===== src/rtl/alu_share_arbiter.sv =====
// Round-robin front end that shares one combinational ALU between the CPU
// execute path (port 0) and the DMA address/length engine (port 1).
module alu_share_arbiter #(
  parameter int WIDTH = 32
) (
  input  logic             clk,
  input  logic             rst_n,
  input  logic [1:0]       req_valid,
  output logic [1:0]       req_ready,
  input  logic [2:0]       req_op0,
  input  logic [2:0]       req_op1,
  input  logic [WIDTH-1:0] req_a0,
  input  logic [WIDTH-1:0] req_b0,
  input  logic [WIDTH-1:0] req_a1,
  input  logic [WIDTH-1:0] req_b1,
  output logic [WIDTH-1:0] alu_a,
  output logic [WIDTH-1:0] alu_b,
  output logic [2:0]       alu_funct,
  input  logic [WIDTH-1:0] alu_result,
  output logic [1:0]       resp_valid,
  input  logic [1:0]       resp_ready,
  output logic [WIDTH-1:0] resp_data,
  output logic             resp_err,
  output logic             busy,
  output logic [1:0]       fsm_state
);
  // Handshakes: a request moves on an edge where req_valid[i] & req_ready[i];
  // a response moves on an edge where resp_valid[i] & resp_ready[i]. Only the
  // port granted for the current operation is ever looked at on the response side.

  typedef enum logic [1:0] {
    IDLE = 2'd0,
    EXEC = 2'd1,
    RESP = 2'd2
  } state_t;

  state_t           state;
  state_t           state_nxt;
  logic             ptr;
  logic             gnt_id;
  logic             id_q;
  logic             illegal_q;
  logic             accept;
  logic [2:0]       sel_op;
  logic [WIDTH-1:0] sel_a;
  logic [WIDTH-1:0] sel_b;
  logic             sel_illegal;

  // A lone requester always wins; the pointer only breaks ties.
  always_comb begin
    gnt_id = ptr;
    case (req_valid)
      2'b01:   gnt_id = 1'b0;
      2'b10:   gnt_id = 1'b1;
      default: gnt_id = ptr;
    endcase
  end

  always_comb begin
    sel_op      = gnt_id ? req_op1 : req_op0;
    sel_a       = gnt_id ? req_a1  : req_a0;
    sel_b       = gnt_id ? req_b1  : req_b0;
    sel_illegal = (sel_op == 3'b010) || (sel_op == 3'b101) || (sel_op == 3'b111);
  end

  always_comb begin
    state_nxt = state;
    req_ready = 2'b00;
    accept    = 1'b0;
    case (state)
      IDLE: begin
        if (rst_n && (req_valid != 2'b00)) begin
          accept    = 1'b1;
          req_ready = gnt_id ? 2'b10 : 2'b01;
          state_nxt = EXEC;
        end
      end
      EXEC: state_nxt = RESP;
      RESP: begin
        if (resp_ready[id_q]) begin
          state_nxt = IDLE;
        end
      end
      default: state_nxt = IDLE;
    endcase
  end

  always_ff @(posedge clk) begin
    if (!rst_n) begin
      state <= IDLE;
    end else begin
      state <= state_nxt;
    end
  end

  always_ff @(posedge clk) begin
    if (!rst_n) begin
      ptr        <= 1'b0;
      id_q       <= 1'b0;
      illegal_q  <= 1'b0;
      alu_a      <= '0;
      alu_b      <= '0;
      alu_funct  <= 3'b000;
      resp_valid <= 2'b00;
      resp_data  <= '0;
      resp_err   <= 1'b0;
    end else begin
      if (accept) begin
        alu_a     <= sel_a;
        alu_b     <= sel_b;
        alu_funct <= sel_illegal ? 3'b000 : sel_op;
        illegal_q <= sel_illegal;
        id_q      <= gnt_id;
        ptr       <= ~gnt_id;
      end
      // Illegal ops still run through the ALU as an add; the result is discarded.
      if (state == EXEC) begin
        resp_data  <= illegal_q ? '0 : alu_result;
        resp_err   <= illegal_q;
        resp_valid <= id_q ? 2'b10 : 2'b01;
      end else if ((state == RESP) && resp_ready[id_q]) begin
        resp_valid <= 2'b00;
      end
    end
  end

  assign busy      = (state != IDLE);
  assign fsm_state = state;

endmodule


===== config.mk =====
export PLATFORM = sky130hd
export DESIGN_NAME = alu_share_arbiter
export DESIGN_NICKNAME = d
export VERILOG_FILES = /design/src/rtl/alu_share_arbiter.sv
export SDC_FILE = /design/constraint.sdc
export NUM_CORES = 1
export LEC_CHECK = 0
export BUFFER_PORTS_ARGS = -buffer_cell sky130_fd_sc_hd__buf_2
export CAP_MARGIN = 20
export CORE_AREA = 2 2 109 111
export DETAILED_ROUTE_END_ITERATION = 8
export DIE_AREA = 0 0 111 113
export PLACE_DENSITY = 0.76
export SLEW_MARGIN = 20
export SYNTH_ARGS = -nofsm -noshare
export SYNTH_HDL_FRONTEND = slang
export SYNTH_SLANG_ARGS = --single-unit
export TNS_END_PERCENT = 100

===== constraint.sdc =====
create_clock -name clk -period 5 [get_ports clk]
set_input_delay 1.25 -clock clk [delete_from_list [all_inputs] [get_ports clk]]
set_output_delay 1.25 -clock clk [all_outputs]
set_load 0.01 [all_outputs]

==> results of run 1 <==
[worst max-delay path by stage]
stage | slack (ps) | end | cells after the start | start
6_report | 1060 | req_ready[1] | 8 | req_valid[0]
5_1_grt | 1000 | req_ready[1] | 8 | req_valid[0]
4_1_cts | 1080 | req_ready[1] | 8 | req_valid[0]
2_1_floorplan | 1340 | req_ready[0] | 8 | req_valid[0]
3_5_place_dp | 1070 | req_ready[1] | 8 | req_valid[0]
3_3_place_gp | 1140 | req_ready[1] | 8 | req_valid[0]
[cells in the mapped netlist, drive strengths merged, types with 2 or more instances]
| master | count | area (um^2) |
|---|---|---|
| dfxtp | 107 | 2140 |
| o21ai | 72 | 360 |
| mux2i | 68 | 684 |
| a21oi | 67 | 388 |
| nand2 | 36 | 138 |
| a21boi | 35 | 263 |
| nand3b | 33 | 248 |
| buf | 22 | 140 |
| clkbuf | 22 | 82.6 |
| nor2b | 5 | 31.3 |
| inv | 4 | 15.0 |
| nand3 | 4 | 20.0 |
| nor3b | 3 | 22.5 |
| ha | 2 | 25.0 |
| nand2b | 2 | 12.5 |
| o221ai | 2 | 17.5 |
[metrics by stage]
step	utilization (%)	power, mW	hold WS [ps]	worst slack, ps
2_1_floorplan	-	1.25	446	1340
5_1_grt	56.3	2.25	495	1000
6_report	56.3	2.15	464	1060
3_5_place_dp	53.5	1.44	460	1070
3_3_place_gp	53.5	1.42	449	1140
4_1_cts	56.3	2.17	470	1080
[report_power, final]
group | total, mW | internal, mW | switching, mW | leakage (nW)
Sequential | 0.976 | 0.929 | 0.0464 | 0.880
Combinational | 0.442 | 0.204 | 0.238 | 2.25
Clock | 0.733 | 0.418 | 0.315 | 0.152
[final cells by class]
type                       count  share of cell area (%)
tap                          143                    2.82
inverter                       5                   0.374
clock buffer                  11                    3.98
sequential                   107                    33.7
timing repair buffer         283                    22.6
clock inverter                 5                   0.946
antenna                        2                  0.0788
multi-input combinational    334                    35.5
[cell families (layout without fill, tap and decap cells)]
| kind of cell | after synthesis | in the layout | synth area share (%) |
|---|---|---|---|
| fa+ha+maj | 2 | 2 | 0.540 |
| buf+inv | 49 | 304 | 5.32 |
| flops | 107 | 107 | 46.2 |
| other cells | 0 | 2 | 0 |
| mux | 68 | 68 | 14.8 |
| compound gates | 177 | 177 | 22.4 |
| simple gates | 87 | 87 | 10.7 |
[layer usage]
metal | GRT usage (%) | vias to the layer above | part of all wire [%]
li1 | - | 2249 | -
met1 | 23.8 | 2066 | 40
met2 | 35.6 | 185 | 50
met3 | 5.20 | 18 | 7.8
met4 | 7.25 | 0 | 2.0
met5 | 0 | - | 0
[registers in the layout, indices dropped and copies added, names as in the netlist, 2 cells and up]
name        count
alu_funct       3
resp_valid      2
resp_data      32
fsm_state       2
alu_a          32
alu_b          32
[worst max-delay path: stages]
cell and delay, ps:
buf_2 80, inv_1 50, ha_1 210, or4b_1 650, clkinv_4 130, nand2b_1 110, inv_1 90, buf_2 130
==> flow_summary_export.csv, run 1 <==
group,metric,value,unit
cts,clk_pin_slew,70,ps
detailed_routing,first_iter_violations,267,
global_route,grt_pass1_wl,21100,um
timing,hold_viol_final,0,
flow_run,maxCapViolations,0,
power,ir_drop,0.168,mV
timing,fin_crit,3940,ps
synth,synth_edf_count,0,
synth,yosys_warnings,0,
synth,ys_seq_elements,107,
cts,htreeDepth,3,
detailed_routing,firstDrtPassIters,4,
worst_setup_path,r2r_start,"fsm_state[1]",
cells_and_area,final_cell_mix,"buf_2 (278), dfxtp_1 (107), mux2i_1 (67), o21ai_0 (58), a21oi_1 (53)",
placement,gp_congestion,0.865,
cts,cts_root_buf,"clkbuf_16",
global_route,grt_usage,20.2,%
die,floorplan.initialDensity,41.1,%
detailed_routing,drcViolationCount,0,
worst_setup_path,critPathRequiredTime,3750,ps
cells_and_area,final_common_cell,"buf_2",
worst_setup_path,worstSetupStartpointType,"input pin",
global_route,grt_pass1_vias,4426,
cts,postCtsHoldBufs,0,
worst_setup_path,crit_fanout,8,
cells_and_area,seq_area,0.00214,mm^2
synth,syn_inst,490,
cells_and_area,multiInputGateArea,0.00225,mm^2
hold_path,worstHoldPathCells,2,
global_route,grt_max_degree,129,
cells_and_area,layout.cells.non_filler,890,
hold_path,hp-class,"flop to flop",
timing,slew_viol_final,0,
die,die_width,111,um
detailed_routing,via_per_inst,5.08,
cells_and_area,synthToLayoutAreaGrowth,37.1,%
cts,cts_buffer_depth,2,
die,dieArea,0.0125,mm^2
die,die_y,113,um
timing,slew-limit-headroom,28.9,%
power,power_density,339,mW/mm^2
detailed_routing,wl,13200,um
timing,fmax,254,MHz
synth,ys_types,30,
cts,cts_resized,0,
synth,ys.flop_type,"dfxtp_1",
cells_and_area,finish.net_count,914,
synth,synth.avg_cell_area,9.45,um^2
die,fp-row-count,39,
worst_setup_path,rr_worst_depth,5,
worst_setup_path,worst_ep_arrival_time,2690,ps
status,status,"finished, final reports clean",
timing,finalSetupTns,0,ps
worst_setup_path,critPathCaptureType,"output port",
synth,syn_area,0.00463,mm^2
cts,cts.sinks,107,
hold_path,hold_start,"resp_data[6]",
timing,setup_violations,0,
synth,async_flop_share,0,%
cells_and_area,drive_above_1_share,42.7,%
cts,post_cts_buffers,0,
global_route,antenna_found_initial,3,
worst_setup_path,r2r-end,"alu_a[19]",
timing,tightest_slew,1070,ps
die,core_area,0.0113,mm^2
placement,port_buffers,278,
die,io_pins,279,
detailed_routing,ant_nets,0,
placement,placed_area,0.00603,mm^2
placement,dp_hpwl,9690,um
timing,period_share,78.7,%
power,leakagePower,3.28,nW
cts,clkLatencyLatePin,340,ps
worst_setup_path,criticalPathCategory,"input pin to output port",
detailed_routing,post_drt_wl_per_cell,14.9,um
synth,syn_nets,664,
cells_and_area,finalInstanceArea,0.00635,mm^2
detailed_routing,vias,4518,
placement,dp.cells,872,
cts,cts_tree,"yes",
timing,rsz0062_at_grt,"false",
worst_setup_path,reg2reg_setup_slack,2590,ps
timing,fin_skew,8.31,ps
cts,cts_made_buffers,9,
hold_path,min_to,"resp_data[6]",
cells_and_area,fill_cells,994,
synth,ys_seq_area_share,46.2,%
global_route,gr-total-overflow,0,
Power figures use the tool's default switching activity.
==> run 2, diff against run 1 <==
CORE_AREA = not set   (was 2 2 109 111)
CORE_ASPECT_RATIO = 0.9   (was not set)
CORE_UTILIZATION = 39   (was not set)
DIE_AREA = not set   (was 0 0 111 113)
clock period = 3.6 ns   (was 5 ns; I/O delays follow)
==> run 2 against run 1 <==
Cell area increased by 0.39%. Wire length decreased by 0.29%. First-iteration DRC count decreased by 19%. Flip-flop and latch count unchanged. Register-to-register slack got worse by 1100 ps. Worst setup slack got worse by 650 ps. Sequential share of layout area decreased by 0.13 points.
==> flow_summary_export.csv, run 2 (synthesized netlist as in run 1, its figures left out) <==
group,metric,value,unit
status,status,"finished, final reports clean",
detailed_routing,ant_nets,0,
hold_path,hp-class,"flop to flop",
detailed_routing,vias,4488,
power,ir_drop,0.401,mV
timing,hold_viol_final,0,
power,power_density,468,mW/mm^2
die,io_pins,279,
detailed_routing,first_iter_violations,216,
cells_and_area,diodes,0,
hold_path,min_to,"resp_data[28]",
global_route,grt_max_degree,129,
cts,cts.sinks,107,
die,dieArea,0.0123,mm^2
cells_and_area,drive_above_1_share,42.7,%
cts,cts_made_buffers,9,
global_route,grt_pass1_vias,4423,
worst_setup_path,r2r_start,"fsm_state[1]",
timing,whs,463,ps
die,floorplan.initialDensity,40.3,%
detailed_routing,post_drt_wl_per_cell,14.7,um
cts,clk_pin_slew,70,ps
power,leakagePower,3.28,nW
cts,postCtsHoldBufs,0,
placement,port_buffers,278,
cts,cts_root_buf,"clkbuf_16",
placement,dp_hpwl,9650,um
timing,period_share,88.4,%
worst_setup_path,critPathRequiredTime,2700,ps
placement,placed_area,0.00606,mm^2
die,die_y,105,um
detailed_routing,wl,13200,um
cts,cts_resized,0,
timing,slew-limit-headroom,39.7,%
global_route,gr-total-overflow,0,
worst_setup_path,worstSetupStartpointType,"input pin",
worst_setup_path,rr_worst_depth,5,
worst_setup_path,criticalPathCategory,"input pin to output port",
timing,tightest_slew,904,ps
worst_setup_path,critPathCaptureType,"output port",
cells_and_area,finalInstanceArea,0.00637,mm^2
worst_setup_path,r2r-end,"alu_a[12]",
flow_run,maxCapViolations,0,
worst_setup_path,crit_fanout,8,
cts,cts_tree,"yes",
detailed_routing,drcViolationCount,0,
cells_and_area,layout.cells.non_filler,900,
cells_and_area,final_core_util,55.5,%
die,fp-row-count,37,
cells_and_area,final_common_cell,"buf_2",
timing,fmax,314,MHz
detailed_routing,via_per_inst,4.99,
cts,clkLatencyLatePin,340,ps
cts,htreeDepth,3,
placement,gp_congestion,0.814,
die,core_area,0.0115,mm^2
cells_and_area,reg_top3,"alu_a (32), alu_b (32), resp_data (32)",
timing,setup_violations,0,
cells_and_area,finish.net_count,913,
cells_and_area,fill_cells,1066,
global_route,antenna_found_initial,0,
die,die_width,117,um
cts,cts_buffer_depth,2,
timing,rsz0062_at_grt,"false",
cells_and_area,synthToLayoutAreaGrowth,37.6,%
timing,fin_crit,3180,ps
timing,slew_viol_final,0,
global_route,grt_usage,21.1,%
hold_path,worstHoldPathCells,2,
detailed_routing,firstDrtPassIters,5,
timing,finalSetupTns,0,ps
worst_setup_path,worst_ep_arrival_time,2280,ps
hold_path,hold_start,"resp_data[28]",
placement,dp.cells,884,
cts,post_cts_buffers,0,
timing,fin_skew,9.79,ps
worst_setup_path,reg2reg_setup_slack,1480,ps
global_route,grt_pass1_wl,20500,um
cells_and_area,final_cell_mix,"buf_2 (278), dfxtp_1 (107), mux2i_1 (67), o21ai_0 (58), a21oi_1 (53)",
## run 2: how the worst max path moves through the flow
stage                 start           end  slack [ps]  cells after the start
2_1_floorplan  req_valid[0]  req_ready[0]         640                      8
6_report       req_valid[0]  req_ready[1]         420                      8
3_5_place_dp   req_valid[0]  req_ready[1]         410                      8
5_1_grt        req_valid[0]  req_ready[1]         320                      8
4_1_cts        req_valid[0]  req_ready[1]         410                      8
3_3_place_gp   req_valid[0]  req_ready[1]         470                      8
## run 2: power by group
part	internal, mW	switching, mW
clock	0.565	0.442
combinational	0.285	0.331
sequential	1.29	0.0667
## run 2: stage by stage
| step | power (mW) | worst slack (ps) |
|---|---|---|
| finish | 2.98 | 416 |
| global route | 3.13 | 320 |
| CTS | 3.02 | 407 |
| detailed placement | 2.00 | 413 |
| global placement | 1.98 | 470 |
| floorplan | 1.74 | 642 |
## run 2: cell type report
cell class,instances,area (um^2),area share [%]
repair buffers,282,1450,22.7
clock inverters,6,71.3,1.12
multi-input cells,334,2260,35.4
flip-flops and latches,107,2140,33.6
well taps,156,195,3.06
inverters,5,23.8,0.373
clock buffers,10,239,3.75
## run 2: per-layer routing
metal  GRT usage, %  part of all wire [%]  up-vias
met5              0                     0        -
met4           6.06                   1.3        0
met3           7.99                   8.6       14
met2           37.6                    50      180
met1           22.9                    40     2061
li1               -                     -     2233
## run 2: worst max-delay path: stages
cell      delay, ps
buf_2            70
inv_1            40
ha_1            190
or4b_1          640
clkinv_4        140
nand2b_1        110
inv_1            70
buf_2           120
